[src/rtl/a2d_pkg.sv]
// Shared types and constants for the A2D SPI responder.
package a2d_pkg;

  localparam int A2D_FRM_BITS = 16;
  localparam int A2D_RES_BITS = 12;
  localparam int CHNL_MSB     = 13;
  localparam int CHNL_LSB     = 11;

  typedef enum logic [1:0] {
    IDLE  = 2'd0,
    SHIFT = 2'd1,
    LATCH = 2'd2
  } a2d_resp_state_t;

endpackage

[src/rtl/spi_in_sync.sv]
// Oversampling synchronizer for SS_n/SCLK/MOSI with edge detection on SS_n and SCLK.
module spi_in_sync #(
  parameter int SYNC_STG = 2
) (
  input  logic clk,
  input  logic rst_n,
  input  logic ss_n,
  input  logic sclk,
  input  logic mosi,
  output logic ss_n_s,
  output logic mosi_s,
  output logic ss_fall,
  output logic ss_rise,
  output logic sclk_fall,
  output logic sclk_rise
);

  // Lane 0 = SS_n, lane 1 = SCLK, lane 2 = MOSI; SS_n and SCLK idle high.
  localparam logic [2:0] LANE_RST = 3'b011;

  logic [2:0] lane_in;
  logic [2:0] lane_s;
  logic       ss_prev_reg;
  logic       sclk_prev_reg;

  assign lane_in = {mosi, sclk, ss_n};

  genvar gi;
  generate
    for (gi = 0; gi < 3; gi++) begin : g_lane
      logic [SYNC_STG-1:0] chain_reg;

      always_ff @(posedge clk or negedge rst_n) begin
        if (!rst_n) begin
          chain_reg <= {SYNC_STG{LANE_RST[gi]}};
        end else begin
          chain_reg <= {chain_reg[SYNC_STG-2:0], lane_in[gi]};
        end
      end

      assign lane_s[gi] = chain_reg[SYNC_STG-1];
    end
  endgenerate

  always_ff @(posedge clk or negedge rst_n) begin
    if (!rst_n) begin
      ss_prev_reg   <= 1'b1;
      sclk_prev_reg <= 1'b1;
    end else begin
      ss_prev_reg   <= lane_s[0];
      sclk_prev_reg <= lane_s[1];
    end
  end

  assign ss_n_s    = lane_s[0];
  assign mosi_s    = lane_s[2];
  assign ss_fall   = ss_prev_reg & ~lane_s[0];
  assign ss_rise   = ~ss_prev_reg & lane_s[0];
  assign sclk_fall = sclk_prev_reg & ~lane_s[1];
  assign sclk_rise = ~sclk_prev_reg & lane_s[1];

endmodule

[src/rtl/a2d_spi_resp.sv]
// SPI responder emulating an 8-channel 12-bit A2D; returns the previous frame's result.
// Optional short-frame error reporting (frm_err, err_cnt) with A2D_RESP_FRM_ERR_EN.
module a2d_spi_resp
  import a2d_pkg::*;
#(
  parameter int FRM_BITS = A2D_FRM_BITS,
  parameter int RES_BITS = A2D_RES_BITS,
  parameter int SYNC_STG = 2
) (
  input  logic                clk,
  input  logic                rst_n,
  input  logic                SS_n,
  input  logic                SCLK,
  input  logic                MOSI,
  output logic                MISO,
  input  logic [RES_BITS-1:0] ana_data,
  output logic [2:0]          chnnl,
  output logic [FRM_BITS-1:0] cmd,
  output logic                cmd_vld,
  output logic [RES_BITS-1:0] res_q
`ifdef A2D_RESP_FRM_ERR_EN
  ,
  output logic                frm_err,
  output logic [3:0]          err_cnt
`endif
);

  localparam int                CNT_W    = $clog2(FRM_BITS + 1);
  localparam logic [CNT_W-1:0] CNT_FULL = CNT_W'(FRM_BITS);

  a2d_resp_state_t     state_reg;
  a2d_resp_state_t     state_next;
  logic [FRM_BITS-1:0] rx_shft_reg;
  logic [FRM_BITS-1:0] tx_shft_reg;
  logic [CNT_W-1:0]    bit_cnt_reg;
  logic [FRM_BITS-1:0] cmd_reg;
  logic [2:0]          chnnl_reg;
  logic [RES_BITS-1:0] res_q_reg;
  logic                frame_full;

  logic ss_n_s, mosi_s, ss_fall, ss_rise, sclk_fall, sclk_rise;

  spi_in_sync #(
    .SYNC_STG (SYNC_STG)
  ) u_sync (
    .clk       (clk),
    .rst_n     (rst_n),
    .ss_n      (SS_n),
    .sclk      (SCLK),
    .mosi      (MOSI),
    .ss_n_s    (ss_n_s),
    .mosi_s    (mosi_s),
    .ss_fall   (ss_fall),
    .ss_rise   (ss_rise),
    .sclk_fall (sclk_fall),
    .sclk_rise (sclk_rise)
  );

  assign frame_full = (bit_cnt_reg == CNT_FULL);

  always_ff @(posedge clk or negedge rst_n) begin
    if (!rst_n) begin
      state_reg <= IDLE;
    end else begin
      state_reg <= state_next;
    end
  end

  always_comb begin
    state_next = state_reg;
    case (state_reg)
      IDLE:    if (ss_fall) state_next = SHIFT;
      SHIFT:   if (ss_rise) state_next = frame_full ? LATCH : IDLE;
      LATCH:   state_next = IDLE;
      default: state_next = IDLE;
    endcase
  end

  // cmd_vld is asserted in LATCH, the cycle in which cmd/chnnl first show the new frame.
  always_comb begin
    cmd_vld = (state_reg == LATCH);
    MISO    = ~ss_n_s & tx_shft_reg[FRM_BITS-1];
  end

  always_ff @(posedge clk or negedge rst_n) begin
    if (!rst_n) begin
      rx_shft_reg <= '0;
      tx_shft_reg <= '0;
      bit_cnt_reg <= '0;
      cmd_reg     <= '0;
      chnnl_reg   <= '0;
      res_q_reg   <= '0;
    end else begin
      case (state_reg)
        IDLE: begin
          if (ss_fall) begin
            tx_shft_reg <= {{(FRM_BITS-RES_BITS){1'b0}}, res_q_reg};
            bit_cnt_reg <= '0;
          end
        end
        SHIFT: begin
          if (sclk_rise) begin
            rx_shft_reg <= {rx_shft_reg[FRM_BITS-2:0], mosi_s};
            if (!frame_full) bit_cnt_reg <= bit_cnt_reg + CNT_W'(1);
          end
          // The leading fall precedes any rise, so skipping it keeps the MSB on MISO.
          if (sclk_fall && (bit_cnt_reg != '0)) begin
            tx_shft_reg <= {tx_shft_reg[FRM_BITS-2:0], 1'b0};
          end
          if (ss_rise && frame_full) begin
            cmd_reg   <= rx_shft_reg;
            chnnl_reg <= rx_shft_reg[CHNL_MSB:CHNL_LSB];
          end
        end
        LATCH: begin
          res_q_reg <= ana_data;
        end
        default: ;
      endcase
    end
  end

  assign cmd   = cmd_reg;
  assign chnnl = chnnl_reg;
  assign res_q = res_q_reg;

`ifdef A2D_RESP_FRM_ERR_EN
  logic       frm_err_reg;
  logic [3:0] err_cnt_reg;
  logic       short_frame;

  assign short_frame = (state_reg == SHIFT) && ss_rise && !frame_full;

  always_ff @(posedge clk or negedge rst_n) begin
    if (!rst_n) begin
      frm_err_reg <= 1'b0;
      err_cnt_reg <= 4'd0;
    end else begin
      frm_err_reg <= short_frame;
      if (short_frame && (err_cnt_reg != 4'hF)) begin
        err_cnt_reg <= err_cnt_reg + 4'd1;
      end
    end
  end

  assign frm_err = frm_err_reg;
  assign err_cnt = err_cnt_reg;
`endif

endmodule

[config.mk]
export PLATFORM = sky130hd
export DESIGN_NAME = a2d_spi_resp
export DESIGN_NICKNAME = d
export VERILOG_FILES = /design/src/rtl/a2d_pkg.sv /design/src/rtl/spi_in_sync.sv /design/src/rtl/a2d_spi_resp.sv
export SDC_FILE = /design/constraint.sdc
export NUM_CORES = 1
export LEC_CHECK = 0
export CAP_MARGIN = 20
export CORE_MARGIN = 1.5
export CORE_UTILIZATION = 45
export CTS_BUF_LIST = sky130_fd_sc_hd__clkbuf_4
export CTS_CLUSTER_SIZE = 25
export DETAILED_ROUTE_END_ITERATION = 6
export GPL_TIMING_DRIVEN = 0
export PLACE_DENSITY = 0.69
export SYNTH_ARGS = -nofsm -noshare
export SYNTH_HDL_FRONTEND = slang
export SYNTH_SLANG_ARGS = --single-unit
export TNS_END_PERCENT = 100
[constraint.sdc]
create_clock -name clk -period 2.3 [get_ports clk]
set_input_delay 0.345 -clock clk [delete_from_list [all_inputs] [get_ports clk]]
set_output_delay 0.345 -clock clk [all_outputs]
set_load 0.02 [all_outputs]
* Word level (Yosys, flattened, before mapping)
Index checks and enable logic that the tools add are counted.
** Storage, ports and cells
- Flip-flop bits (word level) :: 78
- Input port bits :: 17
** Cells by class
- Bitwise logic cells :: 9
- Eq/ne operators :: 8
- Add/sub/neg operators :: 1
- Reduce and logical (&&, ||, !) cells :: 10
- Muxes and demuxes :: 11
** Operators by type and width (count)
- $mux W16 :: 2
- $pmux W16 S2 :: 1
- $mux W5 :: 3
- $ne A2 B2 Y1 const B :: 5
- $pmux W5 S2 :: 1
- $mux W2 :: 3
- $reduce_and A2 Y1 :: 3
- $add A5 B1 Y5 const B :: 1
- $and A1 B1 Y1 :: 5
- $eq A5 B5 Y1 const B :: 1
- $reduce_bool A5 Y1 :: 1
- $not A1 Y1 :: 4
- $pmux W2 S2 :: 1
- $reduce_and A4 Y1 :: 1
- $reduce_and A3 Y1 :: 1
- $eq A2 B1 Y1 const B :: 1
- $eq A2 B2 Y1 const B :: 1
- $logic_and A1 B1 Y1 :: 2
- $logic_not A2 Y1 :: 1
- $reduce_bool A2 Y1 :: 1

* Logic depth before layout (Yosys ltp)
Gate-level depths: netlist (run 1).
- Depth in word-level cells :: 5
- Mapped depth :: 7

* Cells and area by module
From an unflattened synthesis (run 1), not the netlist that was laid out.
** Second synthesis, totals
- Cells, all modules :: 208
- Area, all modules :: 3108.0 um^2
** By module, submodules not included
- a2d_spi_resp :: area each 2865.2 um^2, times used 1, sequential area each 1676.6 um^2, cells each 196
- spi_in_sync :: area each 242.7 um^2, times used 1, sequential area each 207.7 um^2, cells each 12

* Worst setup path before layout (run 1)
No wires, ideal clock.
- Path kind :: reg2reg
- Start :: register bit_cnt_reg[0]
- End :: register cmd_reg[10] (netlist: cmd[10])
- Slack :: 0.249 ns
- Arrival time :: 1.926 ns
- Stages on the path, launching flop included :: 8
- Period minus slack after synthesis :: 2.051 ns
- Library setup time :: 0.125 ns
- Cells stage by stage :: dfrtp_1 inv_1 ha_1 or3b_4 or3b_1 buf_6 buf_12 mux2_4
** On the way
- Cells in the longest elaborated chain, start to end :: 3
** RTL lines
- start, declared :: line a2d_spi_resp.sv:35 : logic [CNT_W-1:0] bit_cnt_reg;
- start signal, assigned :: line a2d_spi_resp.sv:104 : if (!frame_full) bit_cnt_reg <= bit_cnt_reg + CNT_W'(1);
- $eq A5 B5 Y1 :: line a2d_spi_resp.sv:59 : assign frame_full = (bit_cnt_reg == CNT_FULL);
- $logic_and A1 B1 Y1 :: line a2d_spi_resp.sv:110 : if (ss_rise && frame_full) begin
- $reduce_and A2 Y1 (no source line)
- end signal, assigned :: line a2d_spi_resp.sv:111 : cmd_reg <= rx_shft_reg;
- end, declared :: line a2d_spi_resp.sv:36 : logic [FRM_BITS-1:0] cmd_reg;
Every way passes these cells.
A chain may end at the register's enable or synchronous reset.

* Worst setup path in the final report (run 1)
- Start :: register bit_cnt_reg[0]
- End :: register cmd_reg[4] (netlist: cmd[4])
The elaborated chain is that of the path after synthesis.

==> out/results.ini, run 1 <==
[outcome]
status=completed

[synthesis]
syn_nets=225
netlist_area_um2=3130
ys.warnings.count=0
yosys-top-cells-count=dfrtp_1, mux2_2, inv_1
synth_edf_count=0
synth_seq_cells=75
synth_area_leaders=dfrtp_1, mux2_2, dfstp_2
synth_top_area_frac=0.552
async_flop_share=1.00
synth.avg_cell_area_um2=15.2
ys_seq_area_frac=0.603
yosysUniqueCellTypes=34
yosysMostFrequentCell=dfrtp_1
postSynthCellCount=206
synth_ff_type=dfrtp_1
synth_top_cell_by_area=dfrtp_1

[cts]
cts-buffers-inserted=9
cts_root_buf=clkbuf_4
clkTransAtPathRegs_ps=110
cts_sinks=75
cts_setup_buffers=0
clk_latency_ps=410
htreeDepth=3
cts.path.max_buffers=2
cts_tree=built

[setup_path]
rr_worst_depth=7
worstSetupPathType=reg2reg
cp-end-kind=register
cp-start-kind=register
timing.rr.end=cmd[4]
critPathRequiredTime_ps=2600
cp_data_arrival_time_ps=2450
worst-r2r-setup-slack_ps=150
worst-path-max-fanout=10
rr_startpoint=bit_cnt_reg[0]

[run]
timing.max_cap.violations=0

[cells_and_area]
stdcell_count=353
area_growth_pct=25.4
nFillCells=562
nets=287
diodes=0
post-route-util=0.580
layout-drive-gt1-share=0.396

[worst_hold_path]
hp-class=in2reg
min-delay-start=SCLK
hold_depth=1
worst_hold_path.endpoint=u_sync.g_lane[1].chain_reg[0]

[floorplanning]
chipWidth_um=86.4
die-area_um2=7460
chipHeight_um=86.4
num_rows=30
ios=50
initial_utilization=0.463
fp.coreArea_um2=6760

[sta]
layout_min_cycle_time_ps=2150
finClkSkew_ps=13.3
setup_viol=0
hold_viol=0
final.setup.tns_ps=0
rsz0062_at_grt=no
timing_max_transition_violations_final=0
period_share=0.936
tightest_slew_ps=716
max_freq_ghz=0.464
relSlewSlack=0.522

[power]
p_leak_nw=1.88
vdd_drop_max_v=0.000453
p_per_area_nw_per_um2=690
total_power_mw=2.71
p_sw_mw=0.669
p_seq_frac=0.546
power_frac_comb=0.124
p_clk_frac=0.330
p_int_mw=2.04
switching_share=0.247

[place]
io_buffer_count=49
gp_congestion=0.773
detailed_place_hpwl_um=3380
place_inst=336

[global_routing]
grt.busiest_layer=met2
gr-usage-met1=0.205
use_met2=0.234
grt_start_max_net_pins=41
overflow=0
grt_util_met3=0.0324
grt_first_pass_wirelength_um=8780
grt_use_total=0.152
grt_pass1_vias=1852
antenna_found_initial=0

[route]
routedWlPerCell_um=13.9
vias_per_cell=5.01
drt_wl_total_um=4910
drc_errors=0
ant_nets=0
via_count=1767
drt_iter0_markers=30
dr.pass1.iters=4

==> area by class of cell <==
type | instances | area [µm²] | area share
multi-input combinational | 108 | 1120 | 0.285
inverter | 11 | 41.3 | 0.0105
clock inverter | 7 | 91.3 | 0.0233
timing repair buffer | 51 | 517 | 0.132
buffer | 12 | 103 | 0.0262
sequential | 75 | 1880 | 0.481
clock buffer | 9 | 67.6 | 0.0172
tap | 80 | 100 | 0.0255
==> layout by cell type (no fill, tap or decap), types with 4 or more instances in the layout <==
master,count
buf_4,4
clkbuf_4,10
clkdlybuf4s50_1,47
dfrtp_1,69
dfstp_2,6
inv_1,11
mux2_2,57
mux2_4,9
mux2i_1,6
nand2_1,5
==> metal layers <==
metal | part of all wire | wire [µm] | vias up
met5 | 0 | 0 | -
met4 | 0.023 | 114 | 0
met3 | 0.028 | 137 | 8
met2 | 0.46 | 2260 | 27
met1 | 0.49 | 2400 | 882
li1 | - | - | 850
==> power groups by stage <==
stage,Clock [mW],Combinational [mW],Sequential (mW)
2_1_floorplan,0,0.241,1.48
3_3_place_gp,0,0.329,1.50
3_5_place_dp,0,0.337,1.50
4_1_cts,0.924,0.341,1.48
5_1_grt,0.985,0.369,1.49
6_report,0.893,0.335,1.48
==> timing repair <==
| action | in CTS | in global routing |
|---|---|---|
| hold buffers | 1 | 0 |
| gates resized for setup | 5 | 1 |
| setup endpoints to repair | 1 | 1 |
| hold endpoints to repair | 35 | 0 |
| gates cloned | 0 | 0 |
==> critical path, cell delays in order (launching register included) <==
cell and delay (ps):
dfrtp_1 410, inv_1 100, ha_1 160, or3b_4 390, or3b_1 400, buf_6 160, buf_12 150, mux2_4 290
==> per-stage QoR <==
step	worst slack [ps]	hold WS (ps)	instance area, µm²
after floorplan	249	49.4	3130
after global placement	-1770	333	3720
after detailed placement	-54.3	330	3730
after CTS	131	307	3910
after global routing	53.9	315	3920
final	147	336	3920
==> worst max-delay path by stage <==
stage	start	to	slack [ps]	cells past startpoint
after floorplan	bit_cnt_reg[0]	cmd[10]	250	7
after CTS	bit_cnt_reg[0]	cmd[4]	130	7
after global routing	bit_cnt_reg[0]	cmd[4]	50	7
after detailed placement	state_reg[1]	cmd_vld	-50	3
after global placement	rst_n	res_q[2]	-1770	1
final	bit_cnt_reg[0]	cmd[4]	150	7
==> cells by family (layout without fill, tap and decap cells) <==
family / count (synthesis) / after routing / synth area share
adder cells (fa/ha/maj): 2 / 2 / 0.00800
multiplexers: 72 / 72 / 0.268
AO/OA/AOI/OAI: 11 / 11 / 0.0272
buffers and inverters: 23 / 90 / 0.0448
flip-flops: 75 / 75 / 0.603
AND/OR/NAND/NOR: 23 / 23 / 0.0496
No activity file was read; power rests on OpenSTA's default activity.
==> run 2: changes to the inputs <==
--- a/config.mk
+++ b/config.mk
@@ -8,7 +8,7 @@
 export CAP_MARGIN = 20
 export CORE_MARGIN = 1.5
 export CORE_UTILIZATION = 45
-export CTS_BUF_LIST = sky130_fd_sc_hd__clkbuf_4
+export CTS_BUF_LIST = sky130_fd_sc_hd__clkbuf_16
 export CTS_CLUSTER_SIZE = 25
 export DETAILED_ROUTE_END_ITERATION = 6
 export GPL_TIMING_DRIVEN = 0
==> run 2 against run 1 <==
  * Routed wire length is 3.7% higher
  * Critical path depth unchanged
  * Via count grew 1.1%
  * Utilization up 2.4 points
  * Setup slack better by 3.7 ps
  * Clock power is 63% higher
  * Highest routed layer unchanged
  * Fmax up 0.17%
  * Register-to-register slack is essentially flat
==> out/results.ini, run 2 (synthesized netlist as in run 1, its figures left out) <==
[outcome]
status=completed

[sta]
relSlewSlack=0.499
max_freq_ghz=0.465
rsz0062_at_grt=no
layout_min_cycle_time_ps=2150
hold_viol=0
period_share=0.934
setup_viol=0
final.setup.tns_ps=0
finClkSkew_ps=5.36
tightest_slew_ps=750
timing_max_transition_violations_final=0
hold_ws_ps=348

[run]
timing.max_cap.violations=0

[setup_path]
critPathRequiredTime_ps=2510
rr_worst_depth=7
cp_slowest_cell=or3b_1
rr_startpoint=bit_cnt_reg[0]
cp_cell_sequence=inv_1 > ha_1 > or3b_4 > or3b_1 > buf_6 > buf_12 > mux2_4
cp_data_arrival_time_ps=2350
worst-path-max-fanout=10
worst-r2r-setup-slack_ps=150
crit_start=bit_cnt_reg[0]
worstSetupPathType=reg2reg
timing.rr.end=cmd[4]
cp-start-kind=register
cp-end-kind=register
max_stage_delay_ps=400

[cts]
cts_sinks=75
htreeDepth=3
cts.path.max_buffers=2
cts-buffers-inserted=9
cts_tree=built
clk_latency_ps=320
cts_setup_buffers=0
cts_root_buf=clkbuf_16
clkTransAtPathRegs_ps=50

[power]
power_frac_comb=0.103
p_leak_nw=1.97
p_int_mw=2.55
p_sw_mw=0.733
p_per_area_nw_per_um2=804
vdd_drop_max_v=0.000503
p_seq_frac=0.451
p_clk_frac=0.446
total_power_mw=3.28
switching_share=0.224

[cells_and_area]
layout-drive-gt1-share=0.396
final_cell_mix=dfrtp_1, mux2_2, clkdlybuf4s50_1
nets=287
design_area_um2=4080
layout_commonest_cell=dfrtp_1
area_growth_pct=30.5
diodes=0
post-route-util=0.604

[place]
place_area_um2=3730
io_buffer_count=49
detailed_place_hpwl_um=3380
gp_congestion=0.773

[route]
routedWlPerCell_um=14.4
drt_wl_total_um=5100
vias_per_cell=5.06
drt_iter0_markers=65
dr.pass1.iters=4
ant_nets=0
via_count=1787
drc_errors=0

[global_routing]
grt_pass1_vias=1882
gr-usage-met1=0.204
grt.busiest_layer=met2
use_met2=0.247
antenna_found_initial=0
overflow=0
grt_use_total=0.155
grt_first_pass_wirelength_um=8980
grt_start_max_net_pins=41
grt_util_met3=0.0495

[worst_hold_path]
worst_hold_path.endpoint=u_sync.g_lane[2].chain_reg[1]
hold_depth=0
min-delay-start=u_sync.g_lane[2].chain_reg[0]
hp-class=reg2reg

[floorplanning]
chipHeight_um=86.4
initial_utilization=0.463
fp.coreArea_um2=6760
chipWidth_um=86.4
die-area_um2=7460
num_rows=30
ios=50

## run 2: changes by cell type in the layout (fill, tap and decap cells not counted), sizes merged
cell	previous run	this run
dlygate4sd2	1	0
dlymetal6s2s	0	1
## run 2: worst max-delay path by stage
stage | endpoint | depth (start not counted) | slack [ps]
6_report | cmd[4] | 7 | 150
4_1_cts | cmd_vld | 3 | 50
5_1_grt | tx_shft_reg[7] | 5 | 70
2_1_floorplan | cmd[10] | 7 | 250
3_5_place_dp | cmd_vld | 3 | -50
3_3_place_gp | res_q[2] | 1 | -1770
## run 2: through the flow
| step | setup WS [ps] | instances |
|---|---|---|
| after floorplan | 249 | 206 |
| after global placement | -1770 | 335 |
| after detailed placement | -54.3 | 336 |
| after CTS | 46.2 | 353 |
| after global routing | 71.2 | 353 |
| final | 151 | 353 |
## run 2: metal layers
| layer | up-vias | routed length (µm) |
|---|---|---|
| li1 | 850 | - |
| met1 | 898 | 2430 |
| met2 | 32 | 2430 |
| met3 | 7 | 155 |
| met4 | 0 | 74 |
| met5 | - | 0 |
## run 2: what timing repair did
item / 4_1_cts / 5_1_grt
gates resized for setup: 4 / 2
endpoints found under the hold margin: 35 / 0
endpoints found under the setup margin: 1 / 2
pin swaps: 0 / 0
hold buffers: 1 / 0
## run 2: worst max-delay path, delay by kind of cell, from the launching register on
family | cells | cell delay, ps
buffers and inverters | 3 | 410
and+or+nand+nor | 2 | 790
adders and majority gates | 1 | 150
DFF | 1 | 390
muxes | 1 | 290
## run 2: final cells by class
cell class / count / area, µm²
Tap cell: 80 / 100
Clock inverter: 7 / 91.3
Fill cell: 544 / 2680
Multi-Input combinational cell: 108 / 1120
Inverter: 11 / 41.3
Timing Repair Buffer: 51 / 520
Sequential cell: 75 / 1880
Clock buffer: 9 / 225
Buffer: 12 / 103
## run 2: power groups by stage
stage / combinational (mW) / clock (mW) / sequential, mW
5_1_grt: 0.368 / 1.56 / 1.49
3_5_place_dp: 0.337 / 0 / 1.50
4_1_cts: 0.342 / 1.50 / 1.48
2_1_floorplan: 0.241 / 0 / 1.48
6_report: 0.337 / 1.46 / 1.48
3_3_place_gp: 0.329 / 0 / 1.50
